File: config.mk
export PLATFORM = sky130hd
export DESIGN_NAME = step_conditioner
export DESIGN_NICKNAME = d
export VERILOG_FILES = /design/src/rtl/step_conditioner.sv
export SDC_FILE = /design/constraint.sdc
export NUM_CORES = 1
export LEC_CHECK = 0
export ABC_AREA = 1
export CAP_MARGIN = 20
export CORE_MARGIN = 2
export CORE_UTILIZATION = 61
export DETAILED_ROUTE_END_ITERATION = 8
export DONT_BUFFER_PORTS = 1
export PLACE_DENSITY = 0.83
export SETUP_SLACK_MARGIN = 0.02
export SYNTH_ARGS = -nofsm -noshare
export SYNTH_HDL_FRONTEND = slang
export SYNTH_SLANG_ARGS = --single-unit
File: constraint.sdc
create_clock -name clk -period 1.78 [get_ports clk]
set_input_delay 0.178 -clock clk [delete_from_list [all_inputs] [get_ports clk]]
set_output_delay 0.178 -clock clk [all_outputs]
set_load 0.05 [all_outputs]
File: src/rtl/step_conditioner.sv
// -----------------------------------------------------------------------------
// step_conditioner
//
// Turns a raw, bouncy, active-low pushbutton into a clean one-cycle "advance"
// strobe for the game-control FSM. It also provides the debounced button level
// and a running count of accepted presses.
//
// Ports
//   clk          rising-edge system clock
//   reset        asynchronous, active-high reset
//   key_n        raw asynchronous pushbutton, 0 = pressed
//   step         registered one-cycle pulse per accepted press
//   pressed      registered debounced level, 1 = held
//   press_count  registered modulo-2^CNT_W count of accepted presses
//
// Parameters
//   DEBOUNCE_CYCLES  consecutive stable synchronized samples needed to accept
//                    a level change (1..255)
//   CNT_W            width of press_count
// -----------------------------------------------------------------------------
module step_conditioner #(
  parameter int DEBOUNCE_CYCLES = 2,
  parameter int CNT_W           = 8
) (
  input  logic             clk,
  input  logic             reset,
  input  logic             key_n,
  output logic             step,
  output logic             pressed,
  output logic [CNT_W-1:0] press_count
);

  typedef enum logic [1:0] {
    RELEASED    = 2'd0,
    PRESS_CHK   = 2'd1,
    PRESSED     = 2'd2,
    RELEASE_CHK = 2'd3
  } state_t;

  // Counter value on which the debounce window is complete.
  localparam logic [7:0] LAST_CNT = 8'(DEBOUNCE_CYCLES - 1);

  // Two-flop synchronizer. Both stages reset to 1 (released) so a key held
  // down across reset is seen as a fresh falling edge afterwards.
  logic s1_reg;
  logic s2_reg;

  always_ff @(posedge clk or posedge reset) begin
    if (reset) begin
      s1_reg <= 1'b1;
      s2_reg <= 1'b1;
    end else begin
      s1_reg <= key_n;
      s2_reg <= s1_reg;
    end
  end

  // FSM state and registered outputs.
  state_t           state_reg,   state_next;
  logic [7:0]       cnt_reg,     cnt_next;
  logic             step_reg,    step_next;
  logic             pressed_reg, pressed_next;
  logic [CNT_W-1:0] count_reg,   count_next;

  always_ff @(posedge clk or posedge reset) begin
    if (reset) begin
      state_reg   <= RELEASED;
      cnt_reg     <= 8'd0;
      step_reg    <= 1'b0;
      pressed_reg <= 1'b0;
      count_reg   <= '0;
    end else begin
      state_reg   <= state_next;
      cnt_reg     <= cnt_next;
      step_reg    <= step_next;
      pressed_reg <= pressed_next;
      count_reg   <= count_next;
    end
  end

  always_comb begin
    state_next = state_reg;
    cnt_next   = cnt_reg;
    step_next  = 1'b0;
    count_next = count_reg;

    case (state_reg)
      RELEASED: begin
        if (!s2_reg) begin
          state_next = PRESS_CHK;
          cnt_next   = 8'd0;
        end
      end

      PRESS_CHK: begin
        if (s2_reg) begin
          // Bounce back up before the window closed: discard silently.
          state_next = RELEASED;
        end else if (cnt_reg == LAST_CNT) begin
          // Press accepted: the strobe and the count move on the same edge.
          state_next = PRESSED;
          step_next  = 1'b1;
          count_next = count_reg + CNT_W'(1);
        end else begin
          cnt_next = cnt_reg + 8'd1;
        end
      end

      PRESSED: begin
        if (s2_reg) begin
          state_next = RELEASE_CHK;
          cnt_next   = 8'd0;
        end
      end

      RELEASE_CHK: begin
        if (!s2_reg) begin
          // Release bounce: return to PRESSED without another strobe.
          state_next = PRESSED;
        end else if (cnt_reg == LAST_CNT) begin
          state_next = RELEASED;
        end else begin
          cnt_next = cnt_reg + 8'd1;
        end
      end

      default: begin
        state_next = RELEASED;
        cnt_next   = 8'd0;
      end
    endcase

    // Debounced level follows the state it is entering, so it is registered
    // alongside the state and changes on the same edge.
    pressed_next = (state_next == PRESSED) || (state_next == RELEASE_CHK);
  end

  assign step        = step_reg;
  assign pressed     = pressed_reg;
  assign press_count = count_reg;

endmodule

== Word-level counts from Yosys, hierarchy flattened ==
Cells that the tools add are included.
Cells by class
  $add $sub $neg: 2
  eq/ne operators: 10
  muxes and demuxes: 16
  bitwise gates (word level): 1
  reduce and logical (&&, ||, !) cells: 4
Operator list (count)
  two-way mux 8 bit: 5
  case mux 8 bit (4 select lines): 1
  adder 8 x 1 -> 8 bit (second input constant): 2
  two-way mux 2 bit: 6
  equality test 2 bit (second input constant): 4
  equality test 8 x 1 -> 1 bit (second input constant): 1
  inequality test 2 bit (second input constant): 4
  case mux 2 bit (4 select lines): 1
  AND reduction 4 bit: 1
  two-way mux 1 bit: 3
  AND reduction 3 bit: 1
  equality test 2 x 1 -> 1 bit (second input constant): 1
  logical NOT 2 bit: 1
  logical OR 1 bit: 1
  NOT 1 bit: 1
Storage, ports and cells
  bits in registers: 22
  bits of input ports: 3
  output and inout bits: 10

== Depth between registers and ports, before layout ==
  word-level depth: 6
  gate-level depth with buffers: 9
  mapped depth without buffers: 9

== Worst setup path before layout ==
Ideal clock, no wire load.
  path type: reg2reg
  start point: reg count_reg[0], in the netlist press_count[0]
  end point: reg count_reg[4], in the netlist press_count[4]
  setup time: 118 ps
  arrival: 1324 ps
  data required time: 1662 ps
  slack: 338 ps
  stages on the path, launching flop included: 6
  path through: dfrtp_1 > ha_1 > nand3_1 > xnor2_1 > nand2_1 > nand2_1
On the way
  word-level cells in the longest chain between the ends: 1
RTL lines
  start: declaration: line 63  | logic [CNT_W-1:0] count_reg, count_next;
  start signal: assignment: line 77  | count_reg <= count_next;
  adder 8 x 1 -> 8 bit: line 103  | count_next = count_reg + CNT_W'(1);
Every way passes these cells.
A chain may end at the register's enable or synchronous reset.

== Worst setup path after layout ==
  start point: reg cnt_reg[1]
  end point: reg cnt_reg[3]
On the way
  word-level cells in the longest chain between the ends: 4
  elaborated cells on any way between the ends: 6
  those cells by class: 1 x add/sub; 1 x eq/ne; 4 x mux
RTL lines
  start: declaration: line 60  | logic [7:0] cnt_reg, cnt_next;
  start signal: assignment: line 74  | cnt_reg <= cnt_next;
  adder 8 x 1 -> 8 bit or equality test 8 x 1 -> 1 bit (tied branches)
  two-way mux 8 bit (*): line 99, 120
  two-way mux 8 bit, on equally long branches: line 117, 96
  case mux 8 bit (4 select lines) (*): line 87  | case (state_reg)
Every way passes the cells marked *; elsewhere a longest branch is shown, timed or not. The select of a mux whose other input is x is not followed.

==> reports/metrics.cfg <==
[setup_path]
crit_fanout = 12
endpoint_kind = flip-flop
critPathArrivalTime_ps = 1670
startpoint_type = flip-flop
worst_ep_required_time_ps = 1990
critical_path_class = reg -> reg

[logic_synthesis]
ys_top_cells_by_count = 64 x nand2_1, 19 x dfrtp_1, 17 x inv_1
yosys_warnings = 0
synth_top_area_share = 0.403
synthSimpleGateAreaFrac = 0.366
netlist_instances = 156
synth_top_family_by_area = simple AND/OR/NAND/NOR gates
ys_seq_area_frac = 0.448
synth.area.top_cells = dfrtp_1 40%, nand2_1 20%, inv_1 5.4%, nand3_1 5.1%, dfstp_2 4.5%
muxShareOfSynthArea = 0
synthMostInstantiatedCell = nand2_1
synth_compound_area_frac = 0.0382
synthXorXnorAreaFrac = 0.0371
ys_ff_latch = 21
synth-adder-area-share = 0.0318
ys_types = 18
synth_largest_area_cell = dfrtp_1
ys.flop_type = dfrtp_1
syn-num-nets = 162
avgSynthCellArea_um2 = 7.56
synth-async-reset-ratio = 1.00
netlist_area_um2 = 1180
synth_enable_flop_cells = 0

[detailed_routing]
vias = 966
routed_via_density = 5.01
drt-initial-drc-count = 37
drt_wl_total_um = 2170
routedWlPerCell_um = 11.3
route.detailed.drc = 0
ant_nets = 0
drt_pass1_iterations = 4

[grt]
grt_pass1_vias = 826
grt_start_max_net_pins = 22
antenna_found_initial = 0
grt_pass1_wl_um = 3530
grtUsageTotal = 0.231
overflow = 0

[clock_tree]
cts_max_level = 1
cts_num_sinks = 21
cts_root_buf = clkbuf_4
clk_latency_ps = 310
clk_pin_slew_ps = 120
cts_resized = 0
cts_setup_buffers = 0
cts.path.max_buffers = 2
cts_buffers = 3
cts_tree = done

[final_layout]
num_antenna_cells = 0
fin_util = 0.734
fillers = 151
seqCellArea_um2 = 528
drive_gt1_frac = 0.119
nets = 175
multi_input_area_um2 = 558
area_growth_pct = 9.76

[die]
dieArea_um2 = 2300
io_pins = 13
die_y_um = 48.0
initial_utilization = 0.669
core_area_um2 = 1760
rows = 15
die_w_um = 48.0

[power_and_ir_drop]
sw_frac_of_total = 0.449
pwr-share-clk = 0.156
leakage_uw = 0.000687
p_seq_frac = 0.453
p_int_uw = 815
power_frac_comb = 0.391
p_per_area_nw_per_um2 = 1140
p_sw_uw = 665
p_total_uw = 1480
vdd_ir_drop_max_v = 0.000791

[sta]
setup_viol = 0
slew_headroom = 0.490
skew_ps = 12.6
rsz0062_at_grt = false
period_needed_ps = 1450
period_share = 0.817
worst_slew_pin_slew_ps = 764
final.setup.tns_ps = 0
timing.fmax_mhz = 688
slew_viol_final = 0
hold_viol = 0

[placement]
gp_routability_congestion = 0.814
numPortBuffers = 0
dp_hpwl_um = 1600

[flow_run]
drv_cap = 0

[status]
status = finished clean

[worst_hold_path]
holdCritPathClass = reg -> reg

-- what timing repair did --
action,4_1_cts,5_1_grt
setup endpoints to repair,0,0
hold buffers,2,0
endpoints found under the hold margin,20,0
-- cells by family after synthesis --
| family | count (synthesis) |
|---|---|
| simple gates | 97 |
| buf+inv | 21 |
| flops | 21 |
| compound gates | 9 |
| xor+xnor | 5 |
| fa+ha+maj | 3 |
-- area by class of cell --
cell class                      count  area share
Timing Repair Buffer               10      0.0618
Multi-Input combinational cell    114       0.431
Clock buffer                        4      0.0203
Inverter                           19      0.0551
Sequential cell                    21       0.408
Tap cell                           25      0.0242
-- path summary, 6_finish.rpt --
kind,from,slack (ps),cells past startpoint,end
max,cnt_reg[1],330,9,cnt_reg[3]
min,s1_reg,370,0,s2_reg
max reg2reg,cnt_reg[1],330,9,cnt_reg[3]
min reg2reg,s1_reg,370,0,s2_reg
max in group asynchronous,reset,870,2,press_count[5]
min in group asynchronous,reset,430,2,cnt_reg[0]
-- worst max-delay path: stages, from the launching register on --
cell and delay [ps]:
dfrtp_1 450, inv_1 100, ha_1 170, nand2_1 70, nor2_2 120, nand2_4 100, nand2_4 140, inv_2 80
nand2_1 60, o21ai_1 60
-- placed cells by master, fill, tap and decap left out --
cell type / Yosys / final
o21ai_1: 4 / 4
nand3b_1: 3 / 3
nand2_4: 2 / 2
dfstp_2: 2 / 2
buf_4: 0 / 8
nor2_2: 2 / 2
inv_2: 2 / 2
nand4_1: 2 / 2
nor2_1: 11 / 11
xnor2_1: 1 / 1
nand2_1: 64 / 64
nand3_1: 12 / 12
o21ai_0: 5 / 5
nor2_8: 1 / 1
xor2_1: 4 / 4
inv_1: 17 / 17
ha_1: 3 / 3
dlygate4sd3_1: 0 / 2
clkbuf_1: 0 / 1
clkbuf_4: 0 / 3
dfrtp_1: 19 / 19
-- power groups by stage --
stage / logic [uW] / registers (uW) / clock network [uW]
floorplan: 338 / 791 / 0
global placement: 555 / 669 / 0
detailed placement: 573 / 675 / 0
CTS: 582 / 667 / 237
global route: 643 / 683 / 259
finish: 579 / 671 / 231
-- stage by stage --
step                cells  cell area (um^2)  setup WS [ps]  hold WS [ps]
finish                193              1290            326           366
global route          193              1290            164           375
CTS                   193              1290            334           368
detailed placement    187              1250            355           183
global placement      187              1250            422           183
floorplan             156              1180            338           153
-- per-layer routing --
metal,wire length (um),track usage,share of wire
met1,1010,0.303,0.46
met2,1000,0.347,0.46
met3,90,0.0491,0.041
met4,70,0.146,0.032
met5,0,0,0
Power figures use the tool's default switching activity.
